### config.mk
export PLATFORM = sky130hd
export DESIGN_NAME = dccm_store_buffer
export DESIGN_NICKNAME = d
export VERILOG_FILES = /design/src/rtl/rv32_x_pkg.sv /design/src/rtl/stb_byte_merge.sv /design/src/rtl/dccm_store_buffer.sv
export SDC_FILE = /design/constraint.sdc
export NUM_CORES = 1
export LEC_CHECK = 0
export BUFFER_PORTS_ARGS = -buffer_cell sky130_fd_sc_hd__buf_2
export CELL_PAD_IN_SITES_DETAIL_PLACEMENT = 0
export CELL_PAD_IN_SITES_GLOBAL_PLACEMENT = 1
export CORE_UTILIZATION = 31
export DETAILED_ROUTE_END_ITERATION = 16
export GPL_ROUTABILITY_DRIVEN = 0
export PLACE_DENSITY = 0.66
export SYNTH_ARGS = -nofsm -noshare
export SYNTH_HDL_FRONTEND = slang
export SYNTH_SLANG_ARGS = --single-unit
### constraint.sdc
create_clock -name clk -period 2.65 [get_ports clk]
set_input_delay 0.265 -clock clk [delete_from_list [all_inputs] [get_ports clk]]
set_output_delay 0.265 -clock clk [all_outputs]
set_load 0.05 [all_outputs]
### src/rtl/rv32_x_pkg.sv
// Shared types for the DCCM posted-store buffer.
// Holds the store-type encodings, the byte-enable generator and the buffer entry layout.
package rv32_x_pkg;

  localparam logic [1:0] ST_BYTE = 2'b00;
  localparam logic [1:0] ST_HALF = 2'b01;
  localparam logic [1:0] ST_WORD = 2'b10;

  // addr is wide enough for any AW; the buffer only uses its low AW bits
  typedef struct packed {
    logic [29:0] addr;
    logic [31:0] data;
    logic [3:0]  be;
  } sb_entry_t;

  // An all-zero result marks a store that must be dropped
  function automatic logic [3:0] be_gen(input logic [1:0] st_type, input logic [1:0] off);
    logic [3:0] be;
    be = 4'h0;
    case (st_type)
      ST_BYTE: be = 4'b0001 << off;
      ST_HALF: if (!off[0]) be = 4'b0011 << off;
      ST_WORD: if (off == 2'b00) be = 4'hF;
      default: be = 4'h0;
    endcase
    return be;
  endfunction

endpackage

### src/rtl/stb_byte_merge.sv
// Age-ordered byte merge of buffered store entries over a base word (store-to-load forwarding).
// Entry 0 is oldest; a younger entry overwrites any byte an older one wrote.
module stb_byte_merge #(
  parameter int DEPTH = 4
) (
  input  logic [31:0]         base_i,
  input  logic [DEPTH*32-1:0] data_i,
  input  logic [DEPTH*4-1:0]  be_i,
  output logic [31:0]         merged_o
);

  always_comb begin
    merged_o = base_i;
    for (int i = 0; i < DEPTH; i++) begin
      for (int b = 0; b < 4; b++) begin
        if (be_i[i*4+b]) merged_o[b*8 +: 8] = data_i[i*32+b*8 +: 8];
      end
    end
  end

endmodule

### src/rtl/dccm_store_buffer.sv
// Posted-store buffer between the core DCCM port and the data memory port.
// STB_FWD_EN: when defined, loads hitting buffered words are forwarded instead of stalled.
module dccm_store_buffer
  import rv32_x_pkg::*;
#(
  parameter int DEPTH = 4,
  parameter int AW    = 14
) (
  input  logic          clk,
  input  logic          rst_n,
  input  logic          dccm_wr_en,
  input  logic [31:0]   dccm_wr_addr,
  input  logic [31:0]   dccm_wr_data,
  input  logic [1:0]    store_type,
  input  logic [1:0]    store_offset,
  output logic          st_ready,
  output logic          misalign_err,
  input  logic          dccm_rd_en,
  input  logic [31:0]   dccm_rd_addr,
  output logic          ld_ready,
  output logic [31:0]   dccm_rd_data,
  output logic          rd_valid,
  output logic          sb_empty,
  output logic          mem_wr_en,
  output logic [AW-1:0] mem_wr_addr,
  output logic [31:0]   mem_wr_data,
  output logic [3:0]    mem_wr_be,
  input  logic          mem_wr_ready,
  output logic          mem_rd_en,
  output logic [AW-1:0] mem_rd_addr,
  input  logic [31:0]   mem_rd_data
);

  localparam int PW = $clog2(DEPTH);
  localparam int CW = PW + 1;

  sb_entry_t       fifo_q [DEPTH];
  logic [PW-1:0]   wr_ptr_q, rd_ptr_q;
  logic [CW-1:0]   count_q, count_d;
  logic            misalign_q, rd_valid_q;

  logic [3:0]      st_be;
  logic            full, empty, push, pop, hit;
  sb_entry_t       new_entry, head;
  sb_entry_t       slot_ent [DEPTH];
  logic [DEPTH-1:0] slot_hit;

  assign st_be = be_gen(store_type, store_offset);
  assign full  = (count_q == CW'(DEPTH));
  assign empty = (count_q == '0);
  assign push  = dccm_wr_en && st_ready && (st_be != 4'h0);
  assign pop   = !empty && mem_wr_ready;
  assign head  = fifo_q[rd_ptr_q];

  always_comb begin
    new_entry      = '0;
    new_entry.addr = 30'(dccm_wr_addr[AW+1:2]);
    new_entry.data = dccm_wr_data << {store_offset, 3'b000};
    new_entry.be   = st_be;
  end

  // Slot i is the i-th oldest pending store; the store being accepted this
  // cycle lands in slot count_q, so it is treated as older than the load.
  always_comb begin
    for (int i = 0; i < DEPTH; i++) begin
      slot_ent[i] = '0;
      slot_hit[i] = 1'b0;
      if (CW'(i) < count_q) begin
        slot_ent[i] = fifo_q[rd_ptr_q + PW'(i)];
        slot_hit[i] = (slot_ent[i].addr[AW-1:0] == dccm_rd_addr[AW+1:2]);
      end else if (push && (CW'(i) == count_q)) begin
        slot_ent[i] = new_entry;
        slot_hit[i] = (new_entry.addr[AW-1:0] == dccm_rd_addr[AW+1:2]);
      end
    end
  end

  assign hit = |slot_hit;

  always_comb begin
    count_d = count_q;
    case ({push, pop})
      2'b10:   count_d = count_q + 1'b1;
      2'b01:   count_d = count_q - 1'b1;
      default: count_d = count_q;
    endcase
  end

  always_ff @(posedge clk or negedge rst_n) begin
    if (!rst_n) begin
      for (int i = 0; i < DEPTH; i++) fifo_q[i] <= '0;
      wr_ptr_q   <= '0;
      rd_ptr_q   <= '0;
      count_q    <= '0;
      misalign_q <= 1'b0;
      rd_valid_q <= 1'b0;
    end else begin
      if (push) begin
        fifo_q[wr_ptr_q] <= new_entry;
        wr_ptr_q         <= wr_ptr_q + 1'b1;
      end
      if (pop) rd_ptr_q <= rd_ptr_q + 1'b1;
      count_q    <= count_d;
      misalign_q <= dccm_wr_en && st_ready && (st_be == 4'h0);
      rd_valid_q <= mem_rd_en;
    end
  end

  assign st_ready     = !full;
  assign misalign_err = misalign_q;
  assign sb_empty     = empty;
  assign rd_valid     = rd_valid_q;

  assign mem_wr_en   = !empty;
  assign mem_wr_addr = empty ? '0 : head.addr[AW-1:0];
  assign mem_wr_data = empty ? '0 : head.data;
  assign mem_wr_be   = empty ? '0 : head.be;

  assign mem_rd_en   = dccm_rd_en && ld_ready;
  assign mem_rd_addr = mem_rd_en ? dccm_rd_addr[AW+1:2] : '0;

`ifdef STB_FWD_EN
  logic [DEPTH*32-1:0] snap_data_q;
  logic [DEPTH*4-1:0]  snap_be_q;
  logic [31:0]         merged;

  assign ld_ready = 1'b1;

  always_ff @(posedge clk or negedge rst_n) begin
    if (!rst_n) begin
      snap_data_q <= '0;
      snap_be_q   <= '0;
    end else if (mem_rd_en) begin
      for (int i = 0; i < DEPTH; i++) begin
        snap_data_q[i*32 +: 32] <= slot_ent[i].data;
        snap_be_q[i*4 +: 4]     <= slot_hit[i] ? slot_ent[i].be : 4'h0;
      end
    end
  end

  stb_byte_merge #(.DEPTH(DEPTH)) u_merge (
    .base_i   (mem_rd_data),
    .data_i   (snap_data_q),
    .be_i     (snap_be_q),
    .merged_o (merged)
  );

  assign dccm_rd_data = rd_valid_q ? merged : '0;
`else
  assign ld_ready     = !hit;
  assign dccm_rd_data = rd_valid_q ? mem_rd_data : '0;
`endif

  logic unused_bits;
  assign unused_bits = ^{dccm_rd_addr[1:0], dccm_rd_addr[31:AW+2],
                         dccm_wr_addr[1:0], dccm_wr_addr[31:AW+2]};

endmodule

==> results.cfg, run 1 <==
[status]
status = complete, but fails checks
violations = setup timing

[synthesis]
synth_area_per_cell_um2 = 10.7
ys.flop_type = dfrtp_1
ys_types = 44
syn-cell-area_um2 = 12100
synth-xor-area-share_pct = 5.59
async_reset_ff_share_pct = 100
synthMuxAreaShare_pct = 24.3
synth_compound_area_share_pct = 8.35
synth-seq-cells = 209
synth.net_count = 1276
synth_simple_gate_area_share_pct = 13.2
synth_edf_count = 0
ys_warn_count = 0
synth_top_family_by_area = multiplexers
postSynthCellCount = 1129
yosysSeqAreaShare_pct = 43.3
synthAdderAreaFrac_pct = 1.04

[sta]
rsz0062_at_grt = true
hold_viol = 0
relSlewSlack_pct = 50.2
setup_violations = 24
fin_crit_sh_pct = 135
fin_skew_ns = 0.0134
slew_violations = 0
max_slew.worst_pin.slew_ns = 0.744
finalCriticalPeriod_ns = 3.58
fin_ws_ns = -0.935
holdWs_ns = 0.0572
fmax_mhz = 279

[routing]
drt_iter0_markers = 496
routed_wirelength_um = 35800
ant_nets = 0
drc_errors = 0
drt-wirelength-per-cell_um = 18.1
viasPerCell = 4.87
num_vias = 9632
firstDrtPassIters = 5

[power_and_ir_drop]
peakVddDrop_mv = 0.682
power_density_nw_per_um2 = 1390
p_leak_nw = 7.55

[worst_setup_path]
reg2reg_from = rd_ptr_q[1]
cp-end-kind = output port
crit_arrival_ns = 3.32
cpLargestDelayFamily = simple AND/OR/NAND/NOR gates
path_buf_inv = 5
worstPathRequired_ns = 2.38
crit_fanout = 8
critPathKind = flip-flop to output port
r2r_cells = 10
reg2reg_slack_ns = 0.05
max_stage_delay_ns = 0.54
reg2reg_to = rd_valid
cp_cell_sequence = buf_6 -> buf_6 -> mux2_4 -> mux2i_1 -> buf_4 -> xor2_1 -> nand3_1 -> or4b_4 -> nor4b_4 -> buf_6 -> and2_4 -> buf_8
cp-start-kind = flip-flop
cp_slowest_cell = dfrtp_4
crit_path_frequent_cell = buf_6

[clock_tree]
clockRootBuffer = clkbuf_16
clock_path_buffers = 3
numCtsBuffers = 24
htree_levels = 1
insertion_delay_ns = 0.54
clk_pin_slew_ns = 0.05
cts_sinks = 209
cts_tree = built

[placement]
io_buffer_count = 203
dp_slack_ns = -0.847
placed_cells = 1903
place.detailed.hpwl_um = 25700

[floorplanning]
die_y_um = 199
dieArea_um2 = 39700
start_util_pct = 31.8
io-pin-count = 240
coreArea_um2 = 38000
num_rows = 71
die_w_um = 199

[global_route]
grt_pass1_vias = 9653
grt-ovfl-total = 0
grt_pass1_wl_um = 55300
grt_usage_pct = 18.0
antenna_found_initial = 0
grt_max_degree = 73

[hold_path]
min-delay-start = dccm_wr_addr[12]
min_path_cells = 2
hp-class = input pin to flip-flop
hold-path-endpoint = fifo_q[112]

[final_layout]
fillers = 3723
fin_nets = 1595
regArea_um2 = 5240
n_antenna_cell = 0
layout-drive-gt1-share_pct = 42.3
final_cells = 1977
multi_input_comb_area_um2 = 6580
areaGrowthSynthToFinish_pct = 34.3
final_core_util_pct = 42.6

[run]
drv_cap = 0
[report_power, final]
group	internal, mW	switching [mW]	total (mW)
Clock	2.13	1.37	3.50
Sequential	4.66	0.943	5.60
Combinational	6.27	7.13	13.4
[per-layer routing]
| metal | routed length [µm] | vias up | GRT usage, % |
|---|---|---|---|
| li1 | - | 4580 | - |
| met1 | 16000 | 4708 | 24.2 |
| met2 | 16900 | 300 | 30.3 |
| met3 | 2210 | 44 | 3.51 |
| met4 | 649 | 0 | 3.51 |
| met5 | 0 | - | 0 |
[area by class of cell]
| cell class | instances | area share, % |
|---|---|---|
| Multi-Input combinational cell | 819 | 40.6 |
| Sequential cell | 209 | 32.3 |
| Timing Repair Buffer | 382 | 17.6 |
| Clock buffer | 33 | 4.28 |
| Tap cell | 511 | 3.94 |
| Clock inverter | 11 | 0.957 |
| Inverter | 12 | 0.301 |
[per-stage QoR]
step / instance area [µm²] / setup TNS (ns) / power [mW]
2_1_floorplan: 12100 / -2.64 / 14.0
3_3_place_gp: 14500 / -11.34 / 17.6
3_5_place_dp: 14500 / -12.98 / 17.8
4_1_cts: 15900 / -25.00 / 21.9
5_1_grt: 16200 / -20.05 / 23.9
6_report: 16200 / -14.67 / 22.5
[worst register-to-register path, cell delays in order, from the launching register on]
cell and delay (ns):
dfrtp_4 0.54, buf_6 0.15, buf_6 0.11, mux2_4 0.30
mux2i_1 0.18, buf_4 0.16, xor2_1 0.13, nand3_1 0.11
or4b_4 0.50, nor4b_4 0.16, buf_6 0.15
[cells by family after synthesis]
family | count (synthesis)
muxes | 208
and+or+nand+nor | 334
AOI/OAI and AO/OA | 190
xor gates and xnor gates | 77
DFF | 209
buffers and inverters | 101
adders and majority gates | 10
[cell usage after synthesis, types with 7 or more instances]
cell      count  area share, %
nand2_1     176            5.5
buf_6         7           0.65
inv_1        11           0.34
buf_1        16           0.50
nor2_1       33            1.0
a21oi_1      21           0.87
xnor2_1      39            2.8
dfrtp_1     209             43
nand4_1      11           0.57
xor2_1       38            2.8
o21ai_0     152            6.3
clkbuf_1     54            1.7
and2_1       84            4.4
mux2_2       81            7.6
mux2i_1      67            5.6
ha_1         10            1.0
mux4_2       60             11
[timing repair]
item,in CTS,in global routing
resized for setup,84,82
hold buffers,2,0
endpoints found under the hold margin,59,0
endpoints found under the setup margin,68,67
pin swaps,17,11
cloned,1,0
buffers inserted,16,11
[flip-flops by register name, indices dropped and copies added, names as in the netlist]
signal,flops
wr_ptr_q,2
rd_valid,1
rd_ptr_q,2
fifo_q,200
count_q,3
misalign_err,1
[layout by cell type, fill, tap and decap left out, types with 4 or more instances in the layout]
master     instances
dfrtp_1          207
nand2_1          171
buf_2            168
buf_4            154
o21ai_0          151
mux2_2            75
and2_1            66
mux4_2            60
mux2i_1           58
xor2_1            37
xnor2_1           37
buf_6             27
nor2_1            26
clkbuf_16         24
a21oi_1           21
and2_4            18
buf_8             17
nand4_1           11
inv_1             10
buf_12            10
ha_1               9
mux2i_2            7
clkbuf_8           7
clkinv_2           7
mux2_4             6
nor3_1             5
nor2_2             4
nand2_2            4
[worst max path at each step]
stage / from / to / slack, ns / cells past startpoint
6_report: rd_ptr_q[1] / mem_rd_addr[10] / -0.93 / 12
5_1_grt: rd_ptr_q[1] / mem_rd_addr[10] / -1.07 / 11
3_5_place_dp: rd_ptr_q[1] / mem_rd_addr[1] / -0.85 / 9
3_3_place_gp: rd_ptr_q[1] / mem_rd_addr[0] / -0.74 / 9
4_1_cts: rd_ptr_q[1] / mem_rd_addr[7] / -1.0 / 12
2_1_floorplan: rd_ptr_q[1] / mem_rd_addr[10] / -0.23 / 10
Power figures use the tool's default switching activity.
==> run 2: changes to the inputs <==
--- a/config.mk
+++ b/config.mk
@@ -8,10 +8,11 @@
 export BUFFER_PORTS_ARGS = -buffer_cell sky130_fd_sc_hd__buf_2
 export CELL_PAD_IN_SITES_DETAIL_PLACEMENT = 0
 export CELL_PAD_IN_SITES_GLOBAL_PLACEMENT = 1
-export CORE_UTILIZATION = 31
+export CORE_UTILIZATION = 39
 export DETAILED_ROUTE_END_ITERATION = 16
 export GPL_ROUTABILITY_DRIVEN = 0
-export PLACE_DENSITY = 0.66
+export PLACE_DENSITY = 0.79
+export SETUP_SLACK_MARGIN = 0.3
 export SYNTH_ARGS = -nofsm -noshare
 export SYNTH_HDL_FRONTEND = slang
 export SYNTH_SLANG_ARGS = --single-unit
==> results.cfg, run 2 (synthesis gave the netlist of run 1 again) <==
[status]
status = complete, but fails checks
violations = setup timing

[power_and_ir_drop]
p_sw_mw = 9.85
power_frac_seq_pct = 23.4
p_leak_nw = 7.79
switching_share_pct = 41.0
internal-power_mw = 14.2
power_density_nw_per_um2 = 1440
peakVddDrop_mv = 0.954
power.share.clock_pct = 13.7
combPwrFrac_pct = 62.9

[sta]
slew_violations = 0
fin_skew_ns = 0.0195
rsz0062_at_grt = true
holdWs_ns = 0.0539
fin_ws_ns = -1.03
max_slew.worst_pin.slew_ns = 0.718
setup_violations = 28
fmax_mhz = 272
fin_crit_sh_pct = 139
hold_viol = 0
relSlewSlack_pct = 51.7
finalCriticalPeriod_ns = 3.68

[placement]
io_buffer_count = 203
dp_slack_ns = -0.918
placed_cells = 1800
place.detailed.hpwl_um = 25400

[floorplanning]
start_util_pct = 39.6
num_rows = 64
coreArea_um2 = 30500
dieArea_um2 = 31700
die_y_um = 178
io-pin-count = 240
die_w_um = 178

[final_layout]
mostFrequentLayoutCell = dfrtp_1
fin_nets = 1614
layout-drive-gt1-share_pct = 45.5
final_cells = 1882
reg_top3 = fifo_q x200, count_q x3
final_core_util_pct = 54.8
areaGrowthSynthToFinish_pct = 38.6
top_register = fifo_q
fillers = 2605
final_cell_mix = dfrtp_1 (207), nand2_1 (171), buf_4 (153), o21ai_0 (150), buf_2 (136)
largest_reg_flops = 200

[clock_tree]
clk_pin_slew_ns = 0.06
cts_tree = built
cts_sinks = 209
insertion_delay_ns = 0.54
numCtsBuffers = 25
clock_path_buffers = 3
clockRootBuffer = clkbuf_16
htree_levels = 1

[routing]
viasPerCell = 5.22
drc_errors = 0
ant_nets = 0
drt-wirelength-per-cell_um = 19.1
routed_wirelength_um = 35900
num_vias = 9823
drt_iter0_markers = 677
firstDrtPassIters = 7

[worst_setup_path]
cp_slowest_cell = dfrtp_4
critPathKind = flip-flop to output port
critical_path_depth = 12
crit_path_frequent_cell = buf_12
max_stage_delay_ns = 0.54
cpLargestDelayFamily = simple AND/OR/NAND/NOR gates
cp-start-kind = flip-flop
crit_end = mem_rd_addr[3]
crit_fanout = 16
cp-end-kind = output port
r2r_cells = 10
reg2reg_slack_ns = 0.01
reg2reg_from = rd_ptr_q[1]
reg2reg_to = rd_valid
worstPathRequired_ns = 2.38
crit_path_start = rd_ptr_q[1]
cp_cell_sequence = buf_12 -> buf_8 -> mux2_4 -> mux2i_1 -> buf_4 -> xor2_1 -> nand3_1 -> or4b_4 -> nor4b_4 -> buf_12 -> and2_2 -> buf_6
path_buf_inv = 5
crit_arrival_ns = 3.41

[global_route]
grt_usage_pct = 23.2
antenna_found_initial = 1
grt_max_degree = 73
grt_pass1_vias = 10200
grt-ovfl-total = 0
grt_pass1_wl_um = 56100

[hold_path]
hp-class = input pin to flip-flop

[run]
drv_cap = 0
[run 2: changes by cell type in the layout (fill, tap and decap cells not counted), moves of 4 or more]
cell     delta
mux2i_4     +6
buf_12      +9
buf_6      +32
and2_1     -31
buf_8       +8
and2_2      +5
buf_16      +4
buf_2      -32
and2_4     +26
[run 2: how the worst min path moves through the flow]
stage	cells past startpoint	start	endpoint	slack [ns]
CTS	2	dccm_wr_addr[10]	fifo_q[176]	0.04
global route	2	dccm_wr_addr[10]	fifo_q[44]	0.05
floorplan	0	rst_n	count_q[0]	-0.03
global placement	1	rst_n	fifo_q[247]	0.28
finish	2	dccm_wr_addr[10]	fifo_q[176]	0.05
detailed placement	1	rst_n	fifo_q[48]	0.28
[run 2: repair_timing]
action / in CTS / in global routing
setup endpoints to repair: 69 / 69
gates cloned: 4 / 0
resized for setup: 218 / 32
setup buffers: 28 / 2
hold endpoints to repair: 52 / 0
hold buffers: 2 / 0
pin swaps: 14 / 4
[run 2: cell type report]
| class | count | area (µm²) | share of cell area [%] |
|---|---|---|---|
| well taps | 396 | 495 | 2.96 |
| clock inverters | 11 | 108 | 0.643 |
| clock buffers | 33 | 686 | 4.10 |
| diodes | 2 | 5.00 | 0.0299 |
| flip-flops and latches | 209 | 5240 | 31.3 |
| repair buffers | 400 | 3420 | 20.4 |
| inverters | 12 | 45.0 | 0.269 |
| multi-input cells | 819 | 6740 | 40.3 |
[run 2: power groups by stage]
| stage | logic, mW | registers, mW | clock network (mW) |
|---|---|---|---|
| 2_1_floorplan | 9.05 | 5.36 | 0 |
| 3_3_place_gp | 12.2 | 5.62 | 0 |
| 3_5_place_dp | 12.3 | 5.71 | 0 |
| 4_1_cts | 14.7 | 5.62 | 3.36 |
| 5_1_grt | 16.1 | 5.82 | 3.49 |
| 6_report | 15.1 | 5.63 | 3.29 |
[run 2: per-stage QoR]
stage                     instance area, µm²  power (mW)  TNS (ns)
after detailed placement               14600        18.1    -14.12
after CTS                              16600        23.7    -16.20
after global placement                 14600        17.8    -12.86
final                                  16700        24.0    -16.11
after floorplan                        12300        14.4     -2.64
after global routing                   16700        25.4    -18.32
[run 2: metal layers]
metal,part of all wire (%),GRT usage (%)
met5,0,0
met4,1.9,4.70
met3,6.5,3.47
met2,50,41.6
met1,42,29.4
